==> src/rtl/fluxo_dados_seq_param_pkg.sv <==
// Shared types and helpers for the memory-game datapath.
// Latency: n/a (declarations only).
// Backpressure: n/a.
package fluxo_dados_seq_param_pkg;

  // Key-capture state codes; the numeric values are visible on db_estado_tecla.
  typedef enum logic [1:0] {
    OCIOSO   = 2'd0,
    VALIDA   = 2'd1,
    INVALIDA = 2'd2
  } estado_tecla_t;

  // Counter width able to hold values 0..n-1, never narrower than one bit.
  function automatic int cnt_width(input int n);
    return (n <= 2) ? 1 : $clog2(n);
  endfunction

endpackage

==> src/rtl/fluxo_dados_seq_param_if.sv <==
// Bundle of control strobes and status flags between the game control unit and the datapath.
// Latency: n/a (wiring only).
// Backpressure: none; every strobe is acted on in the cycle it is high.
interface fluxo_dados_seq_param_if #(
  parameter int KEY_W  = 4,
  parameter int ADDR_W = 4
);
  logic [KEY_W-1:0]  chaves;
  logic              zeraE;
  logic              contaE;
  logic              zeraL;
  logic              contaL;
  logic              zeraR;
  logic              registraR;
  logic              escreveM;
  logic              zeraT;
  logic              contaT;

  logic              igual;
  logic              enderecoIgualLimite;
  logic              fimE;
  logic              fimL;
  logic              jogada_feita;
  logic              jogada_invalida;
  logic              timeout;
  logic              db_tem_jogada;
  logic [ADDR_W-1:0] db_contagem;
  logic [ADDR_W-1:0] db_limite;
  logic [KEY_W-1:0]  db_memoria;
  logic [KEY_W-1:0]  db_jogada;
  logic [1:0]        db_estado_tecla;

  // Control unit side: drives keys and strobes, watches status.
  modport master (
    output chaves, zeraE, contaE, zeraL, contaL, zeraR, registraR, escreveM, zeraT, contaT,
    input  igual, enderecoIgualLimite, fimE, fimL, jogada_feita, jogada_invalida, timeout,
           db_tem_jogada, db_contagem, db_limite, db_memoria, db_jogada, db_estado_tecla
  );

  // Datapath side.
  modport slave (
    input  chaves, zeraE, contaE, zeraL, contaL, zeraR, registraR, escreveM, zeraT, contaT,
    output igual, enderecoIgualLimite, fimE, fimL, jogada_feita, jogada_invalida, timeout,
           db_tem_jogada, db_contagem, db_limite, db_memoria, db_jogada, db_estado_tecla
  );
endinterface

==> src/rtl/fluxo_dados_seq_param_captura_tecla.sv <==
// Key-capture FSM: classifies a new press as one-hot (valid) or multi-key (invalid).
// Latency: pulse appears one cycle after the press is sampled, lasts exactly one cycle.
// Backpressure: none; a held press is ignored until all keys are released.
module fluxo_dados_seq_param_captura_tecla
  import fluxo_dados_seq_param_pkg::*;
#(
  parameter int KEY_W = 4
) (
  input  logic             clk_i,
  input  logic             rst_ni,
  input  logic [KEY_W-1:0] chaves_i,
  output logic             feita_o,
  output logic             invalida_o,
  output estado_tecla_t    estado_o
);

  estado_tecla_t estado_q, estado_d;
  logic          feita_q, feita_d;
  logic          invalida_q, invalida_d;

  // State and pulse registers.
  always_ff @(posedge clk_i or negedge rst_ni) begin
    if (!rst_ni) begin
      estado_q   <= OCIOSO;
      feita_q    <= 1'b0;
      invalida_q <= 1'b0;
    end else begin
      estado_q   <= estado_d;
      feita_q    <= feita_d;
      invalida_q <= invalida_d;
    end
  end

  // Only the first sample of a press (from idle) can produce a pulse.
  always_comb begin
    estado_d   = estado_q;
    feita_d    = 1'b0;
    invalida_d = 1'b0;
    case (estado_q)
      OCIOSO: begin
        if (chaves_i != '0) begin
          if ($onehot(chaves_i)) begin
            estado_d = VALIDA;
            feita_d  = 1'b1;
          end else begin
            estado_d   = INVALIDA;
            invalida_d = 1'b1;
          end
        end
      end
      VALIDA, INVALIDA: begin
        if (chaves_i == '0) estado_d = OCIOSO;
      end
      default: estado_d = OCIOSO;
    endcase
  end

  assign feita_o    = feita_q;
  assign invalida_o = invalida_q;
  assign estado_o   = estado_q;

endmodule

==> src/rtl/fluxo_dados_seq_param.sv <==
// Memory-game datapath: address/limit counters, play register, sequence RAM, key capture, timeout.
// Latency: RAM read 1 cycle; key pulses 1 cycle after press; flags combinational from registers.
// Backpressure: none; strobes from the control unit are applied every cycle they are high.
module fluxo_dados_seq_param
  import fluxo_dados_seq_param_pkg::*;
#(
  parameter int KEY_W       = 4,
  parameter int ADDR_W      = 4,
  parameter int TIMEOUT_CYC = 3000
) (
  input logic                  clock,
  input logic                  reset,
  fluxo_dados_seq_param_if.slave bus
);

  localparam int              DEPTH  = 2 ** ADDR_W;
  localparam int              TW     = cnt_width(TIMEOUT_CYC);
  localparam logic [TW-1:0]   T_LAST = TW'(TIMEOUT_CYC - 1);

  logic [ADDR_W-1:0] endereco_q, endereco_d;
  logic [ADDR_W-1:0] limite_q, limite_d;
  logic [KEY_W-1:0]  jogada_q, jogada_d;
  logic [KEY_W-1:0]  rdata_q;
  logic [KEY_W-1:0]  mem_q [DEPTH];
  logic [TW-1:0]     tcnt_q, tcnt_d;
  logic              tout_q, tout_d;
  logic              t_en;
  estado_tecla_t     estado;
  logic              feita;
  logic              invalida;

  // Next-state for counters and play register; clear always beats count/load.
  always_comb begin
    endereco_d = endereco_q;
    limite_d   = limite_q;
    jogada_d   = jogada_q;
    if (bus.zeraE)       endereco_d = '0;
    else if (bus.contaE) endereco_d = endereco_q + 1'b1;
    if (bus.zeraL)       limite_d = '0;
    else if (bus.contaL) limite_d = limite_q + 1'b1;
    if (bus.zeraR)          jogada_d = '0;
    else if (bus.registraR) jogada_d = bus.chaves;
  end

  // Counter and play registers.
  always_ff @(posedge clock or negedge reset) begin
    if (!reset) begin
      endereco_q <= '0;
      limite_q   <= '0;
      jogada_q   <= '0;
    end else begin
      endereco_q <= endereco_d;
      limite_q   <= limite_d;
      jogada_q   <= jogada_d;
    end
  end

  // RAM array write; contents deliberately survive reset so a sequence is not lost.
  always_ff @(posedge clock) begin
    if (bus.escreveM) mem_q[endereco_q] <= jogada_q;
  end

  // Registered read port; a same-cycle write to this address is seen next read (old data now).
  always_ff @(posedge clock or negedge reset) begin
    if (!reset) rdata_q <= '0;
    else        rdata_q <= mem_q[endereco_q];
  end

  fluxo_dados_seq_param_captura_tecla #(
    .KEY_W (KEY_W)
  ) u_captura (
    .clk_i      (clock),
    .rst_ni     (reset),
    .chaves_i   (bus.chaves),
    .feita_o    (feita),
    .invalida_o (invalida),
    .estado_o   (estado)
  );

  // Idle time only accrues while nothing is pressed and the capture FSM is idle.
  assign t_en = bus.contaT && (estado == OCIOSO) && (bus.chaves == '0);

  // Timeout next-state: counter saturates at its last value and the flag latches.
  always_comb begin
    tcnt_d = tcnt_q;
    tout_d = tout_q;
    if (bus.zeraT) begin
      tcnt_d = '0;
      tout_d = 1'b0;
    end else if (t_en) begin
      if (tcnt_q == T_LAST) tout_d = 1'b1;
      else                  tcnt_d = tcnt_q + TW'(1);
    end
  end

  // Timeout registers.
  always_ff @(posedge clock or negedge reset) begin
    if (!reset) begin
      tcnt_q <= '0;
      tout_q <= 1'b0;
    end else begin
      tcnt_q <= tcnt_d;
      tout_q <= tout_d;
    end
  end

  assign bus.igual               = (rdata_q == jogada_q);
  assign bus.enderecoIgualLimite = (endereco_q == limite_q);
  assign bus.fimE                = &endereco_q;
  assign bus.fimL                = &limite_q;
  assign bus.jogada_feita        = feita;
  assign bus.jogada_invalida     = invalida;
  assign bus.timeout             = tout_q;
  assign bus.db_tem_jogada       = |bus.chaves;
  assign bus.db_contagem         = endereco_q;
  assign bus.db_limite           = limite_q;
  assign bus.db_memoria          = rdata_q;
  assign bus.db_jogada           = jogada_q;
  assign bus.db_estado_tecla     = estado;

endmodule

==> src/flat_wrapper.sv <==
// flat-port wrapper written by rule: the top's interface ports become plain ports
module fluxo_dados_seq_param_flat import fluxo_dados_seq_param_pkg::*;
#(
  parameter int KEY_W       = 4,
  parameter int ADDR_W      = 4,
  parameter int TIMEOUT_CYC = 3000
)
  (clock, reset, bus_chaves, bus_zeraE, bus_contaE, bus_zeraL, bus_contaL, bus_zeraR, bus_registraR, bus_escreveM, bus_zeraT, bus_contaT, bus_igual, bus_enderecoIgualLimite, bus_fimE, bus_fimL, bus_jogada_feita, bus_jogada_invalida, bus_timeout, bus_db_tem_jogada, bus_db_contagem, bus_db_limite, bus_db_memoria, bus_db_jogada, bus_db_estado_tecla);
  fluxo_dados_seq_param_if #(.KEY_W(KEY_W), .ADDR_W(ADDR_W)) bus_i ();
  input logic clock;
  input logic reset;
  input wire logic [$bits(bus_i.chaves)-1:0] bus_chaves;
  input wire logic [$bits(bus_i.zeraE)-1:0] bus_zeraE;
  input wire logic [$bits(bus_i.contaE)-1:0] bus_contaE;
  input wire logic [$bits(bus_i.zeraL)-1:0] bus_zeraL;
  input wire logic [$bits(bus_i.contaL)-1:0] bus_contaL;
  input wire logic [$bits(bus_i.zeraR)-1:0] bus_zeraR;
  input wire logic [$bits(bus_i.registraR)-1:0] bus_registraR;
  input wire logic [$bits(bus_i.escreveM)-1:0] bus_escreveM;
  input wire logic [$bits(bus_i.zeraT)-1:0] bus_zeraT;
  input wire logic [$bits(bus_i.contaT)-1:0] bus_contaT;
  output wire logic [$bits(bus_i.igual)-1:0] bus_igual;
  output wire logic [$bits(bus_i.enderecoIgualLimite)-1:0] bus_enderecoIgualLimite;
  output wire logic [$bits(bus_i.fimE)-1:0] bus_fimE;
  output wire logic [$bits(bus_i.fimL)-1:0] bus_fimL;
  output wire logic [$bits(bus_i.jogada_feita)-1:0] bus_jogada_feita;
  output wire logic [$bits(bus_i.jogada_invalida)-1:0] bus_jogada_invalida;
  output wire logic [$bits(bus_i.timeout)-1:0] bus_timeout;
  output wire logic [$bits(bus_i.db_tem_jogada)-1:0] bus_db_tem_jogada;
  output wire logic [$bits(bus_i.db_contagem)-1:0] bus_db_contagem;
  output wire logic [$bits(bus_i.db_limite)-1:0] bus_db_limite;
  output wire logic [$bits(bus_i.db_memoria)-1:0] bus_db_memoria;
  output wire logic [$bits(bus_i.db_jogada)-1:0] bus_db_jogada;
  output wire logic [$bits(bus_i.db_estado_tecla)-1:0] bus_db_estado_tecla;
  assign bus_i.chaves = bus_chaves;
  assign bus_i.zeraE = bus_zeraE;
  assign bus_i.contaE = bus_contaE;
  assign bus_i.zeraL = bus_zeraL;
  assign bus_i.contaL = bus_contaL;
  assign bus_i.zeraR = bus_zeraR;
  assign bus_i.registraR = bus_registraR;
  assign bus_i.escreveM = bus_escreveM;
  assign bus_i.zeraT = bus_zeraT;
  assign bus_i.contaT = bus_contaT;
  assign bus_igual = bus_i.igual;
  assign bus_enderecoIgualLimite = bus_i.enderecoIgualLimite;
  assign bus_fimE = bus_i.fimE;
  assign bus_fimL = bus_i.fimL;
  assign bus_jogada_feita = bus_i.jogada_feita;
  assign bus_jogada_invalida = bus_i.jogada_invalida;
  assign bus_timeout = bus_i.timeout;
  assign bus_db_tem_jogada = bus_i.db_tem_jogada;
  assign bus_db_contagem = bus_i.db_contagem;
  assign bus_db_limite = bus_i.db_limite;
  assign bus_db_memoria = bus_i.db_memoria;
  assign bus_db_jogada = bus_i.db_jogada;
  assign bus_db_estado_tecla = bus_i.db_estado_tecla;
  fluxo_dados_seq_param #(.KEY_W(KEY_W), .ADDR_W(ADDR_W), .TIMEOUT_CYC(TIMEOUT_CYC)) u_core (.clock(clock), .reset(reset), .bus(bus_i));
endmodule
==> config.mk <==
export PLATFORM = sky130hd
export DESIGN_NAME = fluxo_dados_seq_param_flat
export DESIGN_NICKNAME = d
export VERILOG_FILES = /design/src/rtl/fluxo_dados_seq_param_pkg.sv /design/src/rtl/fluxo_dados_seq_param_if.sv /design/src/rtl/fluxo_dados_seq_param_captura_tecla.sv /design/src/rtl/fluxo_dados_seq_param.sv /design/src/flat_wrapper.sv
export SDC_FILE = /design/constraint.sdc
export NUM_CORES = 1
export LEC_CHECK = 0
export CAP_MARGIN = 20
export CORE_AREA = 4 4 83 100
export CTS_BUF_LIST = sky130_fd_sc_hd__clkbuf_8
export CTS_CLUSTER_SIZE = 14
export DETAILED_ROUTE_END_ITERATION = 16
export DIE_AREA = 0 0 87 104
export HOLD_SLACK_MARGIN = 0.08
export PLACE_DENSITY_LB_ADDON = 0.1
export SLEW_MARGIN = 15
export SYNTH_ARGS = -nofsm -noshare
export SYNTH_HDL_FRONTEND = slang
export SYNTH_SLANG_ARGS = --single-unit
==> constraint.sdc <==
create_clock -name clock -period 2.4 [get_ports clock]
set_clock_uncertainty 0.2 [all_clocks]
set_input_delay 0.48 -clock clock [delete_from_list [all_inputs] [get_ports clock]]
set_output_delay 0.48 -clock clock [all_outputs]
set_load 0.01 [all_outputs]
==> results.cfg <==
[pwr]
leakage_nw = 1.99
p_per_area_mw_per_mm2 = 689
vdd.ir_drop.worst_mv = 0.647
finalPower_w = 0.00354

[layout]
nFillCells = 506
final-seq-area_mm2 = 0.00275
utilization = 0.706
diodes = 0
layout_common_cells = 64 x edfxtp_1, 36 x nor2_1, 33 x dfrtp_1
syn_to_final_growth_pct = 21.2
multiInputGateArea_mm2 = 0.00143
final_nets = 388
drive_gt1_frac = 0.188
final_common_cell = edfxtp_1
fin_cells = 457

[setup_path]
crit_required_ns = 2.43
critPathCaptureType = flop
r2r_start = u_core.u_captura.estado_o[0]
crit_start = bus_chaves[0]
path_max_fanout = 2
cp-start-kind = input pin
critPathKind = in2reg
arrival_ns = 2.37
worst_r2r_path_depth = 7

[route]
dr.pass1.iters = 4
drc = 0
wl_um = 8120
avgViaCountPerCell = 5.67
num_vias = 2591
detail-route-antenna-nets = 0
detail_route.wl_per_cell_um = 17.8
drtIter0Drc = 171

[logic_synthesis]
synth-seq-cells = 97
ys_seq_area_frac = 0.648
async_flop_share = 0.340
synthDominantCellAreaShare = 0.453
synth-main-ff-cell = edfxtp_1
syn_area_mm2 = 0.00424
synth-edff-count = 64
yosys_warnings = 0
ys_top_cells_by_area = edfxtp_1 45%, dfrtp_1 19%, mux4_2 8.5%
synth_nets = 318
avgSynthCellArea_um2 = 14.5
syn-instance-count = 292
yosysTopAreaCell = edfxtp_1
synthDistinctLibCells = 37

[sta]
hold_viol = 0
period_needed_ns = 2.34
setup_viol = 0
clock.fmax_mhz = 428
fin_ws_ns = 0.0615
slew_headroom = 0.705
worstMarginPinSlew_ns = 0.443
whs_ns = 0.335
finalCritPeriodShare = 0.974
drv_slew = 0

[outcome]
status = finished, final reports clean

[global_routing]
grt_pass1_wl_um = 13400
grt_pass1_vias = 2726
grt_start_max_net_pins = 34
grtUsageTotal = 0.195
globalRoute.totalOverflow = 0
antenna_found_initial = 0

[die]
start_util = 0.583
dieArea_mm2 = 0.00905
rows = 34
core_mm2 = 0.00727
io_pins = 41
dieWidth_um = 87
die_h_um = 104

[place]
dp.cells = 440
port_buffers = 40
dp_slack_ns = -0.561
hpwlAfterDp_um = 5720
place.gp.congestion = 0.846

[clocking]
clock_path_buffers = 2
htree_levels = 3
cts_tree = yes
clock-root-buffer = clkbuf_8
cts_inserted_buffers = 9
holdBufCountCts = 0
cts_sinks = 97
clkSlewWorstSetupHoldPaths_ns = 0.09
clk_latency_ns = 0.35

[job]
max_cap_viol_count = 0

[hold_path]
hold_class = in2async
==> registers in the layout (all words and copies together), names as in the netlist <==
signal,cells
u_core.bus.db_contagem,4
u_core.bus.db_jogada,4
u_core.bus.db_limite,4
u_core.bus.db_memoria,4
u_core.bus.timeout,1
u_core.mem_q,64
u_core.tcnt_q,12
u_core.u_captura.estado_o,2
u_core.u_captura.feita_o,1
u_core.u_captura.invalida_o,1
==> cells in the mapped netlist (5+ instances only) <==
cell type  count
a21oi_1        7
xor2_1        13
nor3_1         5
nand2_1       17
mux4_2        16
nor4_1         7
dfrtp_1       33
inv_1         11
a22oi_1        8
clkbuf_1       5
ha_1          10
edfxtp_1      64
nand4_1        7
xnor2_1        6
mux2i_1        7
nor2_1        37
==> path summary, 6_finish.rpt <==
path                                                      to  slack [ns]
worst max-delay path            u_core.u_captura.estado_o[0]        0.06
worst min-delay path                u_core.bus.db_memoria[2]        0.33
worst max register to register              u_core.tcnt_q[7]        0.30
worst min register to register           u_core.mem_q[12][0]        0.34
max in group asynchronous            u_core.bus.db_limite[2]        1.35
min in group clock                       u_core.mem_q[12][0]        0.34
==> final cells by class <==
| type | count | share of cell area |
|---|---|---|
| clock buffers | 9 | 0.0241 |
| repair buffers | 67 | 0.119 |
| flip-flops and latches | 97 | 0.535 |
| well taps | 90 | 0.0219 |
| inverters | 12 | 0.00877 |
| clock inverters | 7 | 0.0139 |
| multi-input cells | 175 | 0.277 |
==> critical path, stage by stage <==
cell	delay, ns
dlygate4sd2_1	0.23
inv_2	0.05
fa_1	0.53
inv_1	0.04
ha_1	0.17
ha_1	0.28
nor2_2	0.04
and2_1	0.16
a22o_1	0.18
a32o_1	0.20
==> what timing repair did <==
action	CTS	global route
setup endpoints to repair	7	5
gates resized for setup	10	7
setup buffers	0	1
==> routing by layer <==
layer	up-vias	GRT usage	share of wire
met3	12	0.0428	0.039
li1	1237	-	-
met2	70	0.320	0.53
met5	-	0	0
met1	1272	0.249	0.41
met4	0	0.0768	0.022
==> cell families (layout without fill, tap and decap cells) <==
kind of cell / count (synthesis) / in the layout / share of synthesized area
XOR/XNOR: 19 / 19 / 0.0393
multiplexers: 24 / 24 / 0.105
buffers and inverters: 20 / 95 / 0.0183
flip-flops: 97 / 97 / 0.648
AND/OR/NAND/NOR: 98 / 98 / 0.118
AO/OA/AOI/OAI: 23 / 23 / 0.0372
adder cells (fa/ha/maj): 11 / 11 / 0.0342
==> power by group <==
part | switching, W | internal (W)
Combinational | 0.000296 | 0.000310
Sequential | 0.0000467 | 0.00185
Clock | 0.000553 | 0.000482
Total | 0.000895 | 0.00265
==> per-stage QoR <==
stage,area (um2),TNS [ns]
6_report,5140,0
5_1_grt,5140,-0.0000324
2_1_floorplan,4240,0
3_5_place_dp,4910,-4.72
3_3_place_gp,4910,-4.01
4_1_cts,5100,0
(Power assumes the default switching activity.)
